## src/rtl/link_sequencer.sv

```systemverilog
// Receives UART-style frames, hands each payload byte to an external encryptor,
// buffers the ciphertext in a small FIFO and feeds it to a transmitter in order.
`default_nettype none

module link_sequencer #(
  parameter int FIFO_DEPTH  = 4,
  parameter int ENC_TIMEOUT = 64
) (
  input  logic                          clk,
  input  logic                          rst_n,
  input  logic                          run,
  output logic                          read_enable,
  input  logic                          rx_done,
  input  logic [9:0]                    rx_frame,
  output logic                          encrypt_enable,
  output logic [7:0]                    enc_in,
  input  logic                          enc_done,
  input  logic [7:0]                    enc_out,
  output logic                          send_enable,
  output logic [7:0]                    tx_data,
  input  logic                          tx_busy,
  output logic [$clog2(FIFO_DEPTH):0]   fifo_count,
  output logic [7:0]                    frame_err_cnt,
  output logic [7:0]                    timeout_cnt,
  output logic                          err
);

  localparam int AW    = $clog2(FIFO_DEPTH);
  localparam int CW    = AW + 1;
  localparam int TW    = $clog2(ENC_TIMEOUT + 1);

  typedef enum logic [1:0] {IDLE, WAIT_RX, ENCRYPT, WAIT_ENC} rx_state_t;
  typedef enum logic [1:0] {TX_IDLE, TX_START, TX_WAIT_BUSY, TX_WAIT_DONE} tx_state_t;

  rx_state_t rx_state, rx_next;
  tx_state_t tx_state, tx_next;

  logic [TW-1:0] timer;
  logic [7:0]    mem [FIFO_DEPTH];
  logic [AW-1:0] head, tail;
  logic          push, pop, load_enc, frame_bad, timeout_hit;

  // Receive path
  always_comb begin
    rx_next     = rx_state;
    load_enc    = 1'b0;
    frame_bad   = 1'b0;
    timeout_hit = 1'b0;
    push        = 1'b0;
    case (rx_state)
      IDLE:     if (run && fifo_count < CW'(FIFO_DEPTH)) rx_next = WAIT_RX;
      WAIT_RX:
        if (rx_done) begin
          if (!rx_frame[0] && rx_frame[9]) begin
            rx_next  = ENCRYPT;
            load_enc = 1'b1;
          end else begin
            rx_next   = IDLE;
            frame_bad = 1'b1;
          end
        end
      ENCRYPT:  rx_next = WAIT_ENC;
      WAIT_ENC:
        // a response arriving on the final timer cycle still counts
        if (enc_done) begin
          push    = 1'b1;
          rx_next = IDLE;
        end else if (timer == TW'(ENC_TIMEOUT - 1)) begin
          timeout_hit = 1'b1;
          rx_next     = IDLE;
        end
      default:  rx_next = IDLE;
    endcase
  end

  always_ff @(posedge clk or negedge rst_n) begin
    if (!rst_n) begin
      rx_state       <= IDLE;
      timer          <= '0;
      read_enable    <= 1'b0;
      encrypt_enable <= 1'b0;
      enc_in         <= 8'h00;
      err            <= 1'b0;
      frame_err_cnt  <= 8'h00;
      timeout_cnt    <= 8'h00;
    end else begin
      rx_state       <= rx_next;
      timer          <= (rx_state == WAIT_ENC) ? timer + 1'b1 : '0;
      read_enable    <= (rx_next == WAIT_RX);
      encrypt_enable <= (rx_next == ENCRYPT);
      if (load_enc) enc_in <= rx_frame[8:1];
      err            <= frame_bad | timeout_hit;
      if (frame_bad && frame_err_cnt != 8'hFF) frame_err_cnt <= frame_err_cnt + 8'd1;
      if (timeout_hit && timeout_cnt != 8'hFF) timeout_cnt <= timeout_cnt + 8'd1;
    end
  end

  // Transmit path
  assign pop = (tx_state == TX_IDLE) && (fifo_count != '0) && !tx_busy;

  always_comb begin
    tx_next = tx_state;
    case (tx_state)
      TX_IDLE:      if (pop) tx_next = TX_START;
      TX_START:     tx_next = TX_WAIT_BUSY;
      TX_WAIT_BUSY: if (tx_busy) tx_next = TX_WAIT_DONE;
      TX_WAIT_DONE: if (!tx_busy) tx_next = TX_IDLE;
      default:      tx_next = TX_IDLE;
    endcase
  end

  always_ff @(posedge clk or negedge rst_n) begin
    if (!rst_n) begin
      tx_state    <= TX_IDLE;
      send_enable <= 1'b0;
      tx_data     <= 8'h00;
    end else begin
      tx_state    <= tx_next;
      send_enable <= (tx_next == TX_START);
      if (pop) tx_data <= mem[head];
    end
  end

  // FIFO bookkeeping; storage itself needs no reset since count gates reads
  always_ff @(posedge clk or negedge rst_n) begin
    if (!rst_n) begin
      head       <= '0;
      tail       <= '0;
      fifo_count <= '0;
    end else begin
      if (push) tail <= tail + 1'b1;
      if (pop)  head <= head + 1'b1;
      case ({push, pop})
        2'b10:   fifo_count <= fifo_count + 1'b1;
        2'b01:   fifo_count <= fifo_count - 1'b1;
        default: fifo_count <= fifo_count;
      endcase
    end
  end

  always_ff @(posedge clk) begin
    if (push) mem[tail] <= enc_out;
  end

endmodule

`default_nettype wire

```

## config.mk

```make
export PLATFORM = sky130hd
export DESIGN_NAME = link_sequencer
export DESIGN_NICKNAME = d
export VERILOG_FILES = /design/src/rtl/link_sequencer.sv
export SDC_FILE = /design/constraint.sdc
export NUM_CORES = 1
export LEC_CHECK = 0
export ABC_AREA = 1
export ABC_CLOCK_PERIOD_IN_PS = 2500
export BUFFER_PORTS_ARGS = -buffer_cell sky130_fd_sc_hd__buf_4
export CORE_ASPECT_RATIO = 2
export CORE_MARGIN = 4
export CORE_UTILIZATION = 30
export CTS_BUF_LIST = sky130_fd_sc_hd__clkbuf_4 sky130_fd_sc_hd__clkbuf_8
export DETAILED_ROUTE_END_ITERATION = 16
export PLACE_DENSITY = 0.48
export SLEW_MARGIN = 15
export SYNTH_ARGS = -nofsm -noshare
export SYNTH_HDL_FRONTEND = slang
export SYNTH_SLANG_ARGS = --single-unit
```

## constraint.sdc

```tcl
create_clock -name clk -period 2.5 [get_ports clk]
set_input_delay 0.75 -clock clk [delete_from_list [all_inputs] [get_ports clk]]
set_output_delay 0.75 -clock clk [all_outputs]
set_load 0.01 [all_outputs]
```

==> results.json, run 1 <==
{
  "hold_viol_final": 0,
  "yosysMostFrequentCell": "nand2_1",
  "syn-num-nets": 451,
  "synth_cell_types": 22,
  "pre_cts_ws_ns": 0.298,
  "multi_input_area_um2": 1310,
  "ctsResizeCount": 0,
  "h-tree-depth": 3,
  "setup_tns_ns": 0,
  "ys_ff_latch": 86,
  "power_frac_clock": 0.251,
  "io_pins": 63,
  "pwr-share-seq": 0.454,
  "synthCells": 418,
  "synthTopCellsByCount": "nand2_1 (143), nor2_1 (61), dfrtp_1 (54)",
  "synth_edf_count": 32,
  "grt_usage": 0.123,
  "worst_pin_slew_ns": 0.738,
  "yosysWarnings": 0,
  "ir_drop_mv": 0.325,
  "hold_ws_ns": 0.450,
  "relSlewSlack": 0.508,
  "postCtsSetupBuffers": 0,
  "wire_per_inst_um": 12.9,
  "power_switching_share": 0.332,
  "setup_violations": 0,
  "required_ns": 2.74,
  "grt_pass1_wl_um": 13900,
  "regToRegSetupSlack_ns": 0.58,
  "r2r-start": "rx_state[0]",
  "antennaDiodeCount": 0,
  "power.density_nw_per_um2": 909,
  "r2r_cells": 9,
  "fin_skew_ns": 0.0130,
  "clock-sinks": 86,
  "reg2reg_to": "fifo_count[2]",
  "finalCritPeriodShare": 0.769,
  "hold_path_class": "input port to asynchronous set/reset pin",
  "status": "finished, final reports clean",
  "n_fill_cell": 1287,
  "regArea_um2": 2310,
  "p_int_mw": 2.86,
  "finalWorstSetupSlack_ns": 0.576,
  "cp.arrival_ns": 2.16,
  "p_leak_nw": 2.28,
  "grt_max_degree": 55,
  "core_region_area_um2": 12500,
  "clk_latency_ns": 0.37,
  "hpwl_um": 6220,
  "cts_tree": "built",
  "fp.dieH_um": 167,
  "worst-setup-path-type": "register to register",
  "grt_pass1_vias": 2952,
  "ys_seq_area_frac": 0.607,
  "antenna_found_initial": 0,
  "fmax_mhz": 520,
  "ant_nets": 0,
  "yosys.area.top_type": "dfrtp_1",
  "routabilityCongestion": 0.784,
  "crit_path_end_kind": "register",
  "rows": 58,
  "start_util": 0.305,
  "port-buffer-count": 62,
  "combPwrFrac": 0.295,
  "vias_per_cell": 4.42,
  "rsz0062_at_grt": "false",
  "power.switching_mw": 1.42,
  "clock_path_buffers": 2,
  "async_flop_share": 0.628,
  "ys.flop_type": "dfrtp_1",
  "die_area_um2": 14700,
  "synth_top_area_frac": 0.355,
  "overflow": 0,
  "final_net_count": 527,
  "numCtsBuffers": 9,
  "startpoint_type": "register",
  "die_w_um": 87.6,
  "area_growth_pct": 23.8,
  "syn_area_um2": 3810,
  "drt_iter0_markers": 100,
  "ctsRootBufferMaster": "clkbuf_8",
  "fin_crit_ns": 1.92,
  "wirelength_um": 8400,
  "finalMaxSlewViolations": 0,
  "cts.clk_slew.worst_paths_ns": 0.08,
  "hold_buffers": 0,
  "maxCapViolCount": 0,
  "drive_gt1_frac": 0.186,
  "vias": 2869,
  "ys_top_cells_by_area": "dfrtp_1 (36%), edfxtp_1 (25%), nand2_1 (14%)",
  "dr.pass1.iters": 4,
  "worst-path-max-fanout": 6,
  "drc": 0,
  "avgSynthCellArea_um2": 9.11
}
[critical path: stages, from the launching register on]
cell and delay, ns:
dfrtp_1 0.44, nand2_2 0.16, inv_1 0.10, nand2_1 0.11, ha_1 0.15, inv_1 0.07, fa_1 0.38, a21oi_1 0.14
o21ai_0 0.11, xor2_1 0.15
[power groups by stage]
stage / sequential [mW] / clock [mW] / combinational [mW]
after global routing: 1.98 / 1.18 / 1.45
after detailed placement: 1.97 / 0 / 1.29
after CTS: 1.95 / 1.12 / 1.30
after global placement: 1.97 / 0 / 1.27
final: 1.94 / 1.08 / 1.26
after floorplan: 2.00 / 0 / 0.691
[cell families (layout without fill, tap and decap cells)]
logic type	Yosys count	count (layout)	share of synthesized area
buffers and inverters	47	128	0.0487
flip-flops	86	86	0.607
adder cells (fa/ha/maj)	9	9	0.0316
AO/OA/AOI/OAI	36	36	0.0473
AND/OR/NAND/NOR	231	231	0.244
XOR/XNOR	9	9	0.0207
[layout make-up]
class / instances / share of cell area
multi-input cells: 285 / 0.278
clock inverters: 6 / 0.0181
inverters: 42 / 0.0340
flip-flops and latches: 86 / 0.491
well taps: 150 / 0.0398
repair buffers: 70 / 0.112
clock buffers: 10 / 0.0279
[metrics by stage]
step                       util  total power, mW  cells  area [µm²]
after global placement    0.360             3.24    633        4490
final                     0.377             4.28    649        4710
after CTS                 0.377             4.36    649        4710
after detailed placement  0.360             3.27    633        4490
after floorplan               -             2.70    418        3810
after global routing      0.377             4.61    649        4710
[how the worst max path moves through the flow]
| stage | from | end | slack [ns] | cells past startpoint |
|---|---|---|---|---|
| floorplan | tx_busy | fifo_count[2] | 0.35 | 9 |
| detailed placement | tx_busy | fifo_count[2] | 0.30 | 10 |
| finish | rx_state[0] | fifo_count[2] | 0.58 | 9 |
| global placement | tx_busy | fifo_count[2] | 0.31 | 10 |
| global route | rx_state[0] | fifo_count[2] | 0.39 | 9 |
| CTS | rx_state[0] | fifo_count[2] | 0.56 | 9 |
[layer usage]
metal / vias up / part of all wire / track usage / wire (µm)
met3: 13 / 0.049 / 0.0222 / 412
met5: - / 0 / 0 / 0
met4: 0 / 0.024 / 0.0621 / 204
met2: 58 / 0.54 / 0.216 / 4570
li1: 1473 / - / - / -
met1: 1325 / 0.38 / 0.137 / 3210
[sequential cells by signal, indices dropped and copies added (netlist names), 2 cells and up]
name	count
mem	32
enc_in	8
frame_err_cnt	8
timeout_cnt	8
tx_data	8
timer	7
fifo_count	3
head	2
rx_state	2
tail	2
tx_state	2
[layout by cell type, fill, tap and decap left out]
cell type	netlist	layout
edfxtp_1	32	32
nor3_4	1	1
nand3_2	2	2
nand2_1	143	143
inv_4	1	1
buf_4	0	70
fa_1	1	1
clkbuf_4	0	1
inv_6	0	1
nor3_1	1	1
nor2_2	2	2
nand3b_1	1	1
clkinv_4	0	1
inv_1	38	38
clkinv_1	2	4
xnor2_1	4	4
nor2_1	61	61
ha_1	8	8
xor2_1	5	5
clkbuf_8	0	9
nand3_1	18	18
a21oi_1	7	7
inv_2	1	1
bufinv_16	0	2
dfrtp_1	54	54
nand2_2	2	2
o21ai_0	29	29
Note: power is estimated with default switching activity, not from simulation.
==> inputs of run 2 (changes only) <==
ABC_CLOCK_PERIOD_IN_PS = 2000   (was 2500)
clock period = 2 ns   (was 2.5 ns; I/O delays follow)
==> run 2 against run 1 <==
Against the previous run:
- clock-buffer cell count stayed put
- critical path depth grew 1
- hold slack lost 0.32 ns
- design area grew 1.1%
- final cell count rose by 1.5%
- sequential share of layout area fell by 0.52 points
- flip-flop and latch count is the same
==> results.json, run 2 (synthesis gave the netlist of run 1 again) <==
{
  "status": "finished, final reports clean",
  "worst-setup-path-type": "register to register",
  "overflow": 0,
  "cts_tree": "built",
  "rows": 58,
  "wirelength_um": 8380,
  "required_ns": 2.24,
  "die_area_um2": 14700,
  "finalWorstSetupSlack_ns": 0.193,
  "die_w_um": 87.6,
  "final_cell_mix": "nand2_1 (143), buf_4 (79), nor2_1 (61)",
  "crit_chain": "inv_1, nand3_1, nand3_1, clkinv_2, ha_1, inv_1, fa_1, a21oi_1, o21ai_0, xor2_1",
  "worst-path-max-fanout": 3,
  "finalMaxSlewViolations": 0,
  "grt_pass1_vias": 3094,
  "vias_per_cell": 4.39,
  "wire_per_inst_um": 12.7,
  "setup_tns_ns": 0,
  "cp.depth": 10,
  "slowest_delay_ns": 0.39,
  "cp.arrival_ns": 2.05,
  "io_pins": 63,
  "final_net_count": 537,
  "relSlewSlack": 0.767,
  "r2r_cells": 10,
  "fmax_mhz": 553,
  "r2r-start": "fifo_count[0]",
  "hold_path_class": "input port to asynchronous set/reset pin",
  "crit_buf_inv": 3,
  "regToRegSetupSlack_ns": 0.19,
  "finalPower_mw": 5.23,
  "clock_path_buffers": 2,
  "place_area_um2": 4570,
  "cpLargestDelayFamily": "adder cells",
  "grt_pass1_wl_um": 14600,
  "numCtsBuffers": 9,
  "finalNonFillerCells": 659,
  "drt_iter0_markers": 92,
  "antennaDiodeCount": 0,
  "power.density_nw_per_um2": 1100,
  "n_fill_cell": 1291,
  "cts.clk_slew.worst_paths_ns": 0.09,
  "fin_crit_ns": 1.81,
  "start_util": 0.305,
  "antenna_found_initial": 0,
  "area_growth_pct": 25.1,
  "drc": 0,
  "largest-register": "mem",
  "largest_reg_flops": 32,
  "fp.dieH_um": 167,
  "final_common_cell": "nand2_1",
  "grt_max_degree": 35,
  "fin_skew_ns": 0.00710,
  "hold_viol_final": 0,
  "finalCritPeriodShare": 0.904,
  "reg2reg_to": "fifo_count[2]",
  "ir_drop_mv": 0.406,
  "port-buffer-count": 62,
  "startpoint_type": "register",
  "postLayoutCellArea_um2": 4760,
  "clk_latency_ns": 0.35,
  "pre_cts_ws_ns": -0.0542,
  "h-tree-depth": 3,
  "grt_usage": 0.127,
  "crit_path_end_kind": "register",
  "ctsRootBufferMaster": "clkbuf_8",
  "setup_violations": 0,
  "dr.pass1.iters": 4,
  "hpwl_um": 6400,
  "core_region_area_um2": 12500,
  "rsz0062_at_grt": "false",
  "drive_gt1_frac": 0.208,
  "dp.cells": 641,
  "routabilityCongestion": 0.752,
  "ant_nets": 0,
  "worst_pin_slew_ns": 0.349,
  "clock-sinks": 86,
  "maxCapViolCount": 0,
  "crit_slowest_cell": "dfrtp_1",
  "vias": 2890,
  "p_leak_nw": 2.31
}
==> run 2: cell types whose count changed in the layout (fill, tap and decap cells not counted) <==
cell        delta
clkinv_2       +2
buf_4          +9
clkinv_1       -3
buf_12         +1
inv_6          +1
clkinvlp_4     +2
bufinv_16      -2
==> run 2: worst max path at each step <==
stage	startpoint	to	slack (ns)
finish	fifo_count[0]	fifo_count[2]	0.19
global route	fifo_count[1]	fifo_count[2]	0.008
CTS	fifo_count[0]	fifo_count[2]	0.17
detailed placement	tx_busy	fifo_count[2]	-0.05
global placement	tx_busy	fifo_count[2]	-0.05
floorplan	tx_busy	fifo_count[2]	0.03
==> run 2: area by class of cell <==
class,count,area (µm²),share of cell area
clock buffers,10,131,0.0276
repair buffers,80,613,0.129
inverters,42,161,0.0339
well taps,150,188,0.0394
multi-input cells,285,1310,0.275
clock inverters,6,46.3,0.00972
flip-flops and latches,86,2310,0.486
==> run 2: layer usage <==
| metal | part of all wire | global-route usage | vias up |
|---|---|---|---|
| met5 | 0 | 0 | - |
| met4 | 0.014 | 0.0421 | 0 |
| met3 | 0.048 | 0.0276 | 7 |
| met2 | 0.56 | 0.239 | 57 |
| met1 | 0.38 | 0.135 | 1340 |
| li1 | - | - | 1486 |
==> run 2: through the flow <==
step | hold slack, ns | util
2_1_floorplan | 0.304 | -
3_3_place_gp | 0.434 | 0.366
3_5_place_dp | 0.460 | 0.366
4_1_cts | 0.126 | 0.380
5_1_grt | 0.134 | 0.381
6_report | 0.131 | 0.381
==> run 2: where the power goes <==
part           leakage (nW)  internal (mW)  switching [mW]
sequential            0.990           2.17           0.220
clock                0.0867          0.474           0.637
combinational          1.24          0.783           0.951
==> run 2: timing repair <==
action	4_1_cts	5_1_grt
endpoints found under the setup margin	0	1
resized for setup	0	0
hold buffers	0	0
buffers inserted	0	2
==> inputs of run 3 (changes only) <==
CORE_ASPECT_RATIO = 1.25   (was 2)
==> run 3 against run 2 <==
Against the previous run:
- worst setup slack lost 0.012 ns
- via count down 0.90%
- highest routed layer unchanged
- clock skew grew 0.0019 ns
- non-clock buffer count fell by 1
- design area is 1.6% higher
- flip-flop and latch count stayed put
- wire length is 2.2% lower
==> results.json, run 3 (synthesis gave the netlist of run 1 again) <==
{
  "place_area_um2": 4580,
  "combPwrFrac": 0.309,
  "startpoint_type": "register",
  "ctsRootBufferMaster": "clkbuf_8",
  "grt_pass1_vias": 2883,
  "worst-setup-path-type": "register to register",
  "finalNonFillerCells": 672,
  "final_common_cell": "nand2_1",
  "rsz0062_at_grt": "false",
  "p_leak_nw": 2.34,
  "fin_skew_ns": 0.00904,
  "power.switching_mw": 1.78,
  "r2r-start": "tx_state[1]",
  "io_pins": 63,
  "power_switching_share": 0.320,
  "final_util": 0.394,
  "pre_cts_ws_ns": -0.0606,
  "status": "finished, final reports clean",
  "ir_drop_mv": 0.458,
  "hpwl_um": 6000,
  "drc": 0,
  "hold_buffers": 0,
  "required_ns": 2.23,
  "grt_usage": 0.121,
  "rows": 45,
  "worst_pin_slew_ns": 0.443,
  "start_util": 0.310,
  "clock_path_buffers": 2,
  "vias": 2864,
  "antennaDiodeCount": 0,
  "clk_latency_ns": 0.35,
  "hold_path_class": "input port to asynchronous set/reset pin",
  "power_frac_clock": 0.261,
  "final_net_count": 536,
  "finalWorstSetupSlack_ns": 0.181,
  "core_region_area_um2": 12300,
  "hold_viol_final": 0,
  "hold_ws_ns": 0.144,
  "numCtsBuffers": 9,
  "p_int_mw": 3.78,
  "cts_tree": "built",
  "worst-path-max-fanout": 2,
  "power.density_nw_per_um2": 1150,
  "clock-sinks": 86,
  "drive_gt1_frac": 0.207,
  "finalCritPeriodShare": 0.910,
  "cts.clk_slew.worst_paths_ns": 0.09,
  "r2r_cells": 9,
  "fmax_mhz": 550,
  "port-buffer-count": 62,
  "wirelength_um": 8200,
  "fp.dieH_um": 134,
  "finalMaxSlewViolations": 0,
  "dr.pass1.iters": 5,
  "die_w_um": 109,
  "setup_tns_ns": 0,
  "overflow": 0,
  "ant_nets": 0,
  "drt_iter0_markers": 80,
  "relSlewSlack": 0.704,
  "finalPower_mw": 5.56,
  "dp.cells": 654,
  "routabilityCongestion": 0.745,
  "die_area_um2": 14600,
  "area_growth_pct": 27.0,
  "h-tree-depth": 3,
  "antenna_found_initial": 0,
  "final_cell_mix": "nand2_1 (143), buf_4 (78), nor2_1 (61)",
  "grt_pass1_wl_um": 13800,
  "postLayoutCellArea_um2": 4830,
  "setup_violations": 0,
  "wire_per_inst_um": 12.2,
  "crit_path_end_kind": "register",
  "pwr-share-seq": 0.430,
  "largest-register": "mem",
  "maxCapViolCount": 0,
  "largest_reg_flops": 32,
  "cp.arrival_ns": 2.05,
  "fin_crit_ns": 1.82,
  "startpoint": "tx_state[1]",
  "grt_max_degree": 33,
  "vias_per_cell": 4.26,
  "n_fill_cell": 1318
}
## run 3: cell count changes in the layout (fill, tap and decap cells not counted), sizes merged
cell and delta:
bufinv +3, inv -2, buf -1, clkinv -1
## run 3: critical path, cell delays in order, from the launching register on
cell	delay [ns]
dfrtp_1	0.38
nor2_1	0.15
nand3_1	0.14
clkinv_2	0.07
ha_1	0.13
inv_1	0.06
fa_1	0.38
a21oi_1	0.14
o21ai_0	0.10
xor2_1	0.15
## run 3: cell type report
type | count | area (µm²) | area share
repair buffers | 79 | 606 | 0.125
flip-flops and latches | 86 | 2310 | 0.478
multi-input cells | 285 | 1310 | 0.271
inverters | 42 | 161 | 0.0334
clock inverters | 6 | 110 | 0.0228
clock buffers | 10 | 131 | 0.0272
well taps | 164 | 205 | 0.0424
## run 3: final timing paths
check / end / slack, ns
min reg2reg: tx_state[1] / 0.45
max in group asynchronous: frame_err_cnt[7] / 1.37
min in group clk: enc_in[1] / 0.44
min: tx_data[5] / 0.14
max reg2reg: fifo_count[2] / 0.18
max: fifo_count[2] / 0.18
## run 3: repair_timing
| action | CTS | global route |
|---|---|---|
| setup buffers | 0 | 2 |
| endpoints found under the setup margin | 0 | 1 |
| resized for setup | 0 | 0 |
| hold endpoints to repair | 0 | 0 |
## run 3: power by group through the flow
stage	combinational [mW]	clock [mW]	sequential, mW
floorplan	0.866	0	2.50
global placement	1.70	0	2.42
detailed placement	1.73	0	2.44
CTS	1.73	1.51	2.40
global route	1.99	1.58	2.44
finish	1.72	1.45	2.39
## run 3: per-layer routing
| layer | share of wire | track usage | routed length (µm) | up-vias |
|---|---|---|---|---|
| li1 | - | - | - | 1491 |
| met1 | 0.46 | 0.153 | 3780 | 1305 |
| met2 | 0.47 | 0.196 | 3870 | 58 |
| met3 | 0.049 | 0.0332 | 402 | 10 |
| met4 | 0.017 | 0.0505 | 142 | 0 |
| met5 | 0 | 0 | 0 | - |
